$ cat config.mk
export PLATFORM = sky130hd
export DESIGN_NAME = minz_sweep_driver
export DESIGN_NICKNAME = d
export VERILOG_FILES = /design/src/rtl/minz_sweep_driver.sv
export SDC_FILE = /design/constraint.sdc
export NUM_CORES = 1
export LEC_CHECK = 0
export ABC_AREA = 1
export CAP_MARGIN = 20
export CORE_MARGIN = 2
export CORE_UTILIZATION = 59
export CTS_CLUSTER_SIZE = 25
export DETAILED_ROUTE_END_ITERATION = 16
export PLACE_DENSITY = 0.85
export SLEW_MARGIN = 10
export SYNTH_ARGS = -nofsm -noshare
export SYNTH_HDL_FRONTEND = slang
export SYNTH_SLANG_ARGS = --single-unit
$ cat constraint.sdc
create_clock -name clk -period 2.8 [get_ports clk]
set_input_delay 0.84 -clock clk [delete_from_list [all_inputs] [get_ports clk]]
set_output_delay 0.84 -clock clk [all_outputs]
set_load 0.01 [all_outputs]
$ cat src/rtl/minz_sweep_driver.sv
// minz_sweep_driver: self-timed stimulus and capture stage for a 4-input logic block.
// On start it drives {a,b,c,d} = 0..15 in ascending order, holding each value
// for DWELL clocks. It samples z once per combination, SETTLE clocks into the
// dwell, and builds a 16-entry truth table and a count of its ones.
//
// Ports:
//   clk, rst_n        clock, asynchronous active-low reset
//   start             begin a sweep (accepted in IDLE only, and only without abort)
//   abort             cancel a sweep in progress (ignored outside DRIVE)
//   z                 output of the block under drive
//   a, b, c, d        current combination, a is the MSB
//   busy              high while the sweep is driving
//   done              one-cycle pulse when a full sweep completes
//   valid             truth_table/ones hold a complete sweep result
//   truth_table[15:0] bit i is z sampled while {a,b,c,d} == i
//                     (the name "table" is a reserved word)
//   ones[4:0]         number of ones in truth_table
module minz_sweep_driver #(
  parameter int unsigned DWELL  = 4,  // legal range 2..255
  parameter int unsigned SETTLE = 1   // must be below DWELL
) (
  input  logic        clk,
  input  logic        rst_n,
  input  logic        start,
  input  logic        abort,
  input  logic        z,
  output logic        a,
  output logic        b,
  output logic        c,
  output logic        d,
  output logic        busy,
  output logic        done,
  output logic        valid,
  output logic [15:0] truth_table,
  output logic [4:0]  ones
);

  localparam int unsigned IDX_W  = 4;
  localparam int unsigned CNT_W  = 8;
  localparam int unsigned ONES_W = 5;
  localparam int unsigned TT_W   = 16;

  localparam logic [CNT_W-1:0] CNT_LAST   = CNT_W'(DWELL - 1);
  localparam logic [CNT_W-1:0] CNT_SAMPLE = CNT_W'(SETTLE);
  localparam logic [IDX_W-1:0] IDX_LAST   = IDX_W'(15);

  typedef enum logic [1:0] {
    ST_IDLE  = 2'd0,
    ST_DRIVE = 2'd1,
    ST_DONE  = 2'd2
  } state_e;

  state_e              state_q, state_d;
  logic [IDX_W-1:0]    idx_q, idx_d;
  logic [CNT_W-1:0]    cnt_q, cnt_d;
  logic [IDX_W-1:0]    abcd_q, abcd_d;
  logic                busy_q, busy_d;
  logic                done_q, done_d;
  logic                valid_q, valid_d;
  logic [TT_W-1:0]     tt_q, tt_d;
  logic [ONES_W-1:0]   ones_q, ones_d;

  // State and datapath registers
  always_ff @(posedge clk or negedge rst_n) begin
    if (!rst_n) begin
      state_q <= ST_IDLE;
      idx_q   <= '0;
      cnt_q   <= '0;
      abcd_q  <= '0;
      busy_q  <= 1'b0;
      done_q  <= 1'b0;
      valid_q <= 1'b0;
      tt_q    <= '0;
      ones_q  <= '0;
    end else begin
      state_q <= state_d;
      idx_q   <= idx_d;
      cnt_q   <= cnt_d;
      abcd_q  <= abcd_d;
      busy_q  <= busy_d;
      done_q  <= done_d;
      valid_q <= valid_d;
      tt_q    <= tt_d;
      ones_q  <= ones_d;
    end
  end

  // Next-state and next-output logic
  always_comb begin
    state_d = state_q;
    idx_d   = idx_q;
    cnt_d   = cnt_q;
    abcd_d  = abcd_q;
    busy_d  = 1'b0;
    done_d  = 1'b0;
    valid_d = valid_q;
    tt_d    = tt_q;
    ones_d  = ones_q;

    unique case (state_q)
      ST_IDLE: begin
        abcd_d = '0;
        // abort beats a simultaneous start
        if (start && !abort) begin
          state_d = ST_DRIVE;
          idx_d   = '0;
          cnt_d   = '0;
          busy_d  = 1'b1;
          valid_d = 1'b0;
          tt_d    = '0;
          ones_d  = '0;
        end
      end

      ST_DRIVE: begin
        if (abort) begin
          // Any sample due this cycle is dropped along with the sweep
          state_d = ST_IDLE;
          abcd_d  = '0;
          idx_d   = '0;
          cnt_d   = '0;
        end else begin
          busy_d = 1'b1;
          if (cnt_q == CNT_SAMPLE) begin
            tt_d[idx_q] = z;
            ones_d      = ones_q + ONES_W'(z);
          end
          if (cnt_q == CNT_LAST) begin
            cnt_d = '0;
            if (idx_q != IDX_LAST) begin
              idx_d  = idx_q + IDX_W'(1);
              abcd_d = idx_q + IDX_W'(1);
            end else begin
              state_d = ST_DONE;
              abcd_d  = '0;
              busy_d  = 1'b0;
              done_d  = 1'b1;
              valid_d = 1'b1;
            end
          end else begin
            cnt_d = cnt_q + CNT_W'(1);
          end
        end
      end

      ST_DONE: begin
        // Single cycle; start and abort are both ignored here
        state_d = ST_IDLE;
        abcd_d  = '0;
      end

      default: begin
        state_d = ST_IDLE;
        abcd_d  = '0;
      end
    endcase
  end

  assign {a, b, c, d} = abcd_q;
  assign busy         = busy_q;
  assign done         = done_q;
  assign valid        = valid_q;
  assign truth_table  = tt_q;
  assign ones         = ones_q;

endmodule

Word-level counts from Yosys, hierarchy flattened
Cells that the tools add are included.

storage, ports and cells
  register bits after elaboration = 42
  input port bits = 5
  logic and storage cells = 79

cells by class
  $add $sub $neg = 3
  $lt $le $gt $ge = 2
  eq/ne operators = 12
  multiplexer cells = 43
  reduce and logical (&&, ||, !) cells = 10

operators with widths
  operator                                                               count
  16-bit two-way mux                                                     3
  4-bit two-way mux                                                      8
  16-bit case mux with 2 select lines                                    1
  8-bit two-way mux                                                      3
  16-bit bitwise mux                                                     1
  8-bit case mux with 2 select lines                                     1
  5-bit two-way mux                                                      3
  1-bit two-way mux                                                      13
  2-bit != test, second input constant                                   5
  5-bit case mux with 2 select lines                                     1
  3-bit != test, second input constant                                   3
  8-bit by 1-bit adder with 8-bit output, second input constant          1
  8-bit by 1-bit == test with 1-bit output, second input constant        1
  8-bit by 2-bit == test with 1-bit output, second input constant        1
  2-bit two-way mux                                                      4
  4-bit case mux with 2 select lines                                     1
  4-bit AND reduction                                                    2
  5-bit by 1-bit adder with 5-bit output                                 1
  4-bit by 5-bit < comparator with 1-bit output, second input constant   1
  5-bit AND reduction                                                    1
  4-bit by 1-bit adder with 4-bit output, second input constant          1
  1-bit demux with 4-bit select                                          1
  4-bit by 1-bit >= comparator with 1-bit output, second input constant  1
  4-bit != test, second input constant                                   1
  9 further kinds                                                        11

Longest topological paths before layout
Gate-level depths: netlist of run 1.

  depth in word-level cells = 8
  mapped depth = 9

Worst setup path before layout of run 1
OpenSTA, ideal clock, no wires.

  path kind = input to register
  start = in z
  end = reg ones_q[4] (netlist: ones[4])
  library setup time = 0.116 ns
  data arrival time = 1.605 ns
  data required time = 2.684 ns
  path slack = 1.079 ns
  cell stages on the path = 7
  path buffers = 0
  cells stage by stage = ha_1 > ha_1 > nand3_1 > xor2_1 > nor2_1 > nand2_1 > nand2_1

between the ends
  longest elaborated chain between the ends = 4

RTL lines
  what                                    RTL line  text
  start: declaration                      26        input logic z,
  5-bit by 1-bit adder with 5-bit output  126       ones_d = ones_q + ONES_W'(z);
  5-bit two-way mux                       124       if (cnt_q == CNT_SAMPLE) begin
  5-bit two-way mux                       116       if (abort) begin
  5-bit case mux with 2 select lines      100       unique case (state_q)
  end signal: assignment                  84        ones_q <= ones_d;
  end: declaration                        61        logic [ONES_W-1:0] ones_q, ones_d;

No other way between the ends. The select of a mux whose other input is x is not followed.
A chain may end at the register's enable or synchronous reset.

Worst setup path in the final report of run 1
  start = in abort
  end = reg cnt_q[2]

between the ends
  longest elaborated chain between the ends = 4
  elaborated cells on any way between the ends = 6
  classes of those cells = eq/ne (1); mux (2); reduce/logical (3)

RTL lines
  what                                  RTL line  text
  start: declaration                    25        input logic abort,
  1-bit zero test                       104       if (start && !abort) begin
  1-bit logical AND                     104
  2-bit != test (no source line)        --
  2-bit AND reduction (no source line)  --
  end signal: assignment                78        cnt_q <= cnt_d;
  end: declaration                      55        logic [CNT_W-1:0] cnt_q, cnt_d;

Several ways; a longest one is shown, not always the timed one.

==> results of run 1 <==
[final timing paths]
| path | cells past startpoint | end |
|---|---|---|
| max in group asynchronous | 1 | ones[1] |
| max reg2reg | 6 | idx_q[2] |
| min | 2 | truth_table[5] |
| min reg2reg | 2 | truth_table[5] |
| max | 7 | cnt_q[2] |
| min in group asynchronous | 1 | ones[3] |
[cell type report]
type / instances / area share
clock buffers: 5 / 0.02418
clock inverters: 2 / 0.003516
inverters: 31 / 0.04088
multi-input cells: 244 / 0.4294
flip-flops and latches: 42 / 0.3692
well taps: 50 / 0.02198
repair buffers: 32 / 0.1108
[critical path: stages]
cell             delay (ns)
clkdlybuf4s50_1        0.47
inv_2                  0.16
nand3_2                0.16
nand2_1                0.31
inv_1                  0.16
nor2_1                 0.17
a21oi_1                0.06
[through the flow]
step	total power, mW	std cells	instance area [um^2]
finish	1.282	406	2846
global route	1.360	406	2846
CTS	1.293	406	2846
detailed placement	0.9238	399	2768
global placement	0.9164	399	2768
floorplan	0.8649	330	2485
[sequential cells by signal, summed over array words and instances (netlist names), 2 cells and up]
register and flops:
truth_table 16, abcd_q 4, state_q 2, cnt_q 8, idx_q 4, ones 5
[placed cells by master (no fill, tap or decap), drive strengths merged]
cell type / n
nand2: 111
dfrtp: 42
nand3: 38
nor2: 33
clkdlybuf4s50: 31
inv: 31
nand4: 26
o21ai: 18
ha: 8
clkbuf: 5
xor2: 3
nand3b: 2
a21oi: 2
clkinv: 2
o22ai: 1
a21boi: 1
o21bai: 1
buf: 1
[per-layer routing]
metal | GRT usage | share of wire | up-vias
met5 | 0 | 0 | -
met4 | 0.09559 | 0.018 | 0
met3 | 0.06494 | 0.044 | 10
met2 | 0.4567 | 0.50 | 55
met1 | 0.2988 | 0.44 | 993
li1 | - | - | 1135
[cells in the mapped netlist (2+ instances only)]
cell        n  area share
a21oi_1     2      0.0040
buf_2       2      0.0040
buf_4       5       0.015
buf_6       3       0.014
clkbuf_2    2      0.0040
dfrtp_1    42        0.42
ha_1        8       0.040
inv_1      28       0.042
inv_2       3      0.0045
nand2_1   106        0.16
nand2_2     3      0.0076
nand2_4     2      0.0091
nand3_1    37       0.075
nand3b_1    2      0.0060
nand4_1    26       0.065
nor2_1     28       0.042
nor2_2      2      0.0050
nor2_4      3       0.014
o21ai_0    16       0.032
xor2_1      3       0.011
[report_power, final]
part | switching (mW) | internal, mW | leakage [nW] | total, mW
logic | 0.174 | 0.0838 | 0.803 | 0.258
registers | 0.0240 | 0.631 | 0.581 | 0.655
clock network | 0.202 | 0.167 | 0.0438 | 0.369
total | 0.400 | 0.882 | 1.43 | 1.28
[logic make-up (layout without fill, tap and decap cells)]
| kind of cell | count (synthesis) | after routing |
|---|---|---|
| flip-flops | 42 | 42 |
| XOR/XNOR | 3 | 3 |
| AO/OA/AOI/OAI | 23 | 23 |
| adder cells (fa/ha/maj) | 8 | 8 |
| buffers and inverters | 44 | 70 |
| AND/OR/NAND/NOR | 210 | 210 |
==> qor.csv, run 1 <==
stage,metric,value,unit
final_layout,ff_latch_area,1051,um^2
setup_path,worstSetupStartpointType,primary input,
min_path,hp-start,truth_table[5],
min_path,hold_path_class,flop to flop,
timing,timing.final.hold_violations,0,
routing,postRouteWirelength,5.119,mm
placed_design,hpwlAfterDp,3.658,mm
clocking,cts.root.buffer_cell,clkbuf_8,
flow_run,timing.max_cap.violations,0,
routing,vias_per_cell,5.401,
clocking,cts_made_buffers,5,
timing,final_critical_path_setup_slack,0.6486,ns
final_layout,final_layout_size_suffix_gt1_frac,0.06461,
final_layout,final_net_count,369,
pwr,p_per_area,450.4,nW/um^2
yosys,synth_xor_area_frac,0.01057,
floorplan,chipWidth,68.90,um
timing,tightest_slew,0.8966,ns
timing,post-route-min-period,2.151,ns
clocking,insertion_delay,0.29,ns
timing,final.hold.worst_slack,0.4754,ns
final_layout,fill_cells,342,
global_routing,first_global_vias,2118,
yosys,synth-compound-area-share,0.05337,
floorplan,die-area,4747,um^2
final_layout,multi_input_area,1222,um^2
setup_path,worst-path-max-fanout,12,
yosys,post_synth_fa_ha_maj_area_fraction,0.04028,
timing,final-setup-viol-count,0,
yosys,yosys_register_bits,42,
yosys,ys.warnings.count,0,
timing,slew_headroom,0.4023,
clocking,clk_path_buf_depth,2,
global_routing,grt_residual_overflow,0,
final_layout,area_growth,14.55,%
placed_design,dpl_worst_slack,0.3457,ns
routing,detailedRoute.firstPassIterationCount,4,
yosys,netlist-cell-type-count,27,
timing,post_route_clock_period_utilization,0.7684,
setup_path,timing_worst_setup_path_type,primary input to flop,
setup_path,cp_data_arrival_time,2.33,ns
timing,maxSlewViolCount,0,
yosys,synthSimpleGateAreaFrac,0.3877,
run_status,run_status,"finished, final reports clean",
routing,ant_nets,0,
global_routing,grt_usage,0.2576,
clocking,tritoncts_num_sinks,42,
routing,dr_total_vias,2193,
yosys,ys_dominant_reg_cell,dfrtp_1,
floorplan,die_y,68.90,um
clocking,post_cts_buffers,0,
yosys,synth.cell_area,2485,um^2
yosys,postSynthNetCount,343,
timing,rsz_0062_raised_after_global_routing,false,
yosys,synth_enable_flop_cells,0,
yosys,async_flop_share,1.000,
global_routing,maximum_number_of_pins_on_one_net_before_global_route_repair,43,
setup_path,rr_startpoint,cnt_q[0],
setup_path,crit_path_end_kind,flop,
routing,avgRoutedWirePerCell,12.61,um
timing,fmaxAchievable,464.8,MHz
yosys,mux_cell_area_share_after_synthesis,0,
clocking,post_cts_sizing_count,0,
global_routing,number_of_antenna_violations_at_the_first_check_in_global_routing,0,
setup_path,required,2.98,ns
timing,setup-tns-final,0,ns
clocking,clock_tree_from_tritoncts,yes,
yosys,synthCells,330,
placed_design,input_output_buffers,32,
timing,fin_skew,0.002136,ns
setup_path,critical_path.startpoint,abort,
floorplan,ioPinCount,33,
final_layout,post-route-util,0.7065,
yosys,combinational_family_with_the_most_area_after_synthesis,simple AND/OR/NAND/NOR gates,
global_routing,grt_first_pass_wirelength,9.149,mm
yosys,seq_total_area_yosys,0.4230,
clocking,worst_setup_hold_path_clk_slew,0.08,ns
floorplan,floorplan.core_area,4029,um^2
routing,drt-initial-drc-count,181,
yosys,syn_area_per_cell,7.530,um^2
clocking,postCtsHoldBufs,0,
floorplan,initial_utilization,0.6168,
routing,detail_route.drc_violations,0,
pwr,leakage,1.427,nW
floorplan,floorplan.rows,23,
placed_design,finalWeightedCongestion,0.8610,
setup_path,reg2reg_slack,0.79,ns
clocking,cts_htree_levels,2,
pwr,ir_worst_vdd,0.3802,mV
final_layout,antennaDiodeCount,0,
Note: power is estimated with default switching activity, not from simulation.
==> run 2: changes to the inputs <==
- CORE_UTILIZATION: 59 -> 55
- PLACE_DENSITY: 0.85 -> 0.8
- clock period: 2.8 -> 2 ns (I/O delays scaled with it)
==> qor.csv, run 2 (synthesis results as in run 1) <==
stage,metric,value,unit,change
global_routing,maximum_number_of_pins_on_one_net_before_global_route_repair,34,,-21%
pwr,p_sw_frac,0.3094,,-0.002864
routing,dr_total_vias,2221,,+1.3%
setup_path,worst-path-max-fanout,5,,-7
clocking,cts_made_buffers,5,,unchanged
clocking,postCtsHoldBufs,0,,unchanged
clocking,insertion_delay,0.31,ns,+0.02 ns
pwr,power,1.898,mW,+48%
setup_path,required,1.40,ns,-1.58 ns
setup_path,crit_path_max_incr_delay,0.56,ns,+0.09 ns
floorplan,ioPinCount,33,,unchanged
final_layout,final_net_count,381,,+3.3%
setup_path,timing_worst_setup_path_type,flop to output pin,,
floorplan,die_y,71.22,um,+3.4%
timing,fmaxAchievable,527.4,MHz,
timing,timing.final.hold_violations,0,,unchanged
routing,ant_nets,0,,unchanged
timing,post-route-min-period,1.896,ns,
setup_path,critical_path.startpoint,ones[2],,
clocking,cts.root.buffer_cell,clkbuf_8,,
pwr,leakage,1.498,nW,+4.9%
timing,setup-tns-final,0,ns,unchanged
setup_path,path_cells,clkdlybuf4s50_1,,
timing,final.hold.worst_slack,0.2228,ns,-0.2526 ns
global_routing,grt_usage,0.2267,,-0.03091
setup_path,cpMaxStageDelayCell,clkdlybuf4s50_1,,
final_layout,antennaDiodeCount,0,,unchanged
timing,final-setup-viol-count,0,,unchanged
final_layout,area_growth,19.79,%,
setup_path,rr_startpoint,cnt_q[5],,
floorplan,die-area,5072,um^2,+6.8%
timing,post_route_clock_period_utilization,0.9480,,
placed_design,input_output_buffers,32,,unchanged
setup_path,worstSetupStartpointType,flop,,
setup_path,cp_data_arrival_time,1.30,ns,-1.03 ns
floorplan,initial_utilization,0.5707,,-0.04608
setup_path,worstPathBufferInverterCount,1,,-2
floorplan,floorplan.core_area,4354,um^2,+8.1%
global_routing,grt_first_pass_wirelength,9.239,mm,+0.98%
global_routing,number_of_antenna_violations_at_the_first_check_in_global_routing,0,,unchanged
timing,tightest_slew,0.7306,ns,-0.1659 ns
timing,rsz_0062_raised_after_global_routing,false,,
pwr,power_report.internal_total,1.311,mW,+49%
setup_path,crit_path_end_kind,output pin,,
timing,slew_headroom,0.5111,,+0.1088
clocking,clk_path_buf_depth,2,,unchanged
pwr,p_per_area,637.7,nW/um^2,+42%
timing,fin_skew,0.005694,ns,+0.003559 ns
clocking,clock_tree_from_tritoncts,yes,,
final_layout,final_layout_size_suffix_gt1_frac,0.09485,,+0.03024
timing,maxSlewViolCount,0,,unchanged
min_path,hold_path_class,primary input to async pin,,
global_routing,grt_residual_overflow,0,,unchanged
clocking,post_cts_sizing_count,0,,unchanged
placed_design,finalWeightedCongestion,0.8646,,+0.42%
final_layout,most-common-layout-cells,"106 x nand2_1, 42 x dfrtp_1, 37 x nand3_1, 31 x clkdlybuf4s50_1",,
clocking,tritoncts_num_sinks,42,,unchanged
clocking,post_cts_buffers,0,,unchanged
routing,detail_route.drc_violations,0,,unchanged
routing,avgRoutedWirePerCell,12.10,um,-4.0%
floorplan,chipWidth,71.22,um,+3.4%
pwr,clock_power_share,0.305,,+0.017
pwr,comb_power_share,0.212,,+0.011
pwr,ir_worst_vdd,0.4252,mV,+12%
run_status,run_status,"finished, final reports clean",,
final_layout,mostFrequentLayoutCell,nand2_1,,
setup_path,critPathTopFamily,buffers and inverters,,
flow_run,timing.max_cap.violations,0,,unchanged
clocking,cts_htree_levels,2,,unchanged
routing,postRouteWirelength,5.095,mm,-0.47%
routing,detailedRoute.firstPassIterationCount,4,,unchanged
final_layout,post-route-util,0.6836,,-0.02290
global_routing,first_global_vias,2124,,+0.28%
routing,vias_per_cell,5.276,,-2.3%
routing,drt-initial-drc-count,169,,-6.6%
placed_design,hpwlAfterDp,3.799,mm,+3.9%
clocking,worst_setup_hold_path_clk_slew,0.08,ns,about the same
pwr,p_sw,0.5873,mW,+47%
floorplan,floorplan.rows,24,,+4.3%
pwr,power.sequential.fraction,0.483,,-0.027
final_layout,largest_register_ff_count,16,,unchanged
run 2: per-layer routing:
metal	vias to the layer above	global-route usage	share of wire
met5	-	0	0
met4	0	0.09853	0.017
met3	6	0.03516	0.044
met2	46	0.3786	0.48
met1	1024	0.2931	0.46
li1	1145	-	-
run 2: power by group through the flow:
stage	Combinational [mW]	Clock [mW]	Sequential (mW)
floorplan	0.275	0	0.935
global placement	0.393	0	0.932
detailed placement	0.402	0	0.934
CTS	0.406	0.585	0.917
global route	0.456	0.608	0.923
finish	0.402	0.579	0.917
run 2: area by class of cell:
| cell class | instances | area, um^2 |
|---|---|---|
| tap | 52 | 65.06 |
| clock buffer | 7 | 86.33 |
| inverter | 31 | 116.4 |
| sequential | 42 | 1051 |
| timing repair buffer | 44 | 430.4 |
| fill | 367 | 1378 |
| multi-input combinational | 244 | 1222 |
| clock inverter | 1 | 5.005 |
run 2: final timing paths:
kind,end,slack [ns],depth (start not counted)
max,ones[2],0.10,1
min,ones[4],0.22,1
max reg2reg,ones[0],0.22,6
min reg2reg,truth_table[6],0.47,2
max in group asynchronous,abcd_q[0],1.31,2
min in group clk,truth_table[6],0.47,2
run 2: per-stage QoR:
step / setup WS (ns) / instance area (um^2) / cells
2_1_floorplan: 0.5188 / 2485 / 330
3_3_place_gp: 0.02633 / 2885 / 413
3_5_place_dp: 0.0007876 / 2885 / 413
4_1_cts: 0.09905 / 2977 / 421
5_1_grt: 0.02892 / 2977 / 421
6_report: 0.1041 / 2977 / 421
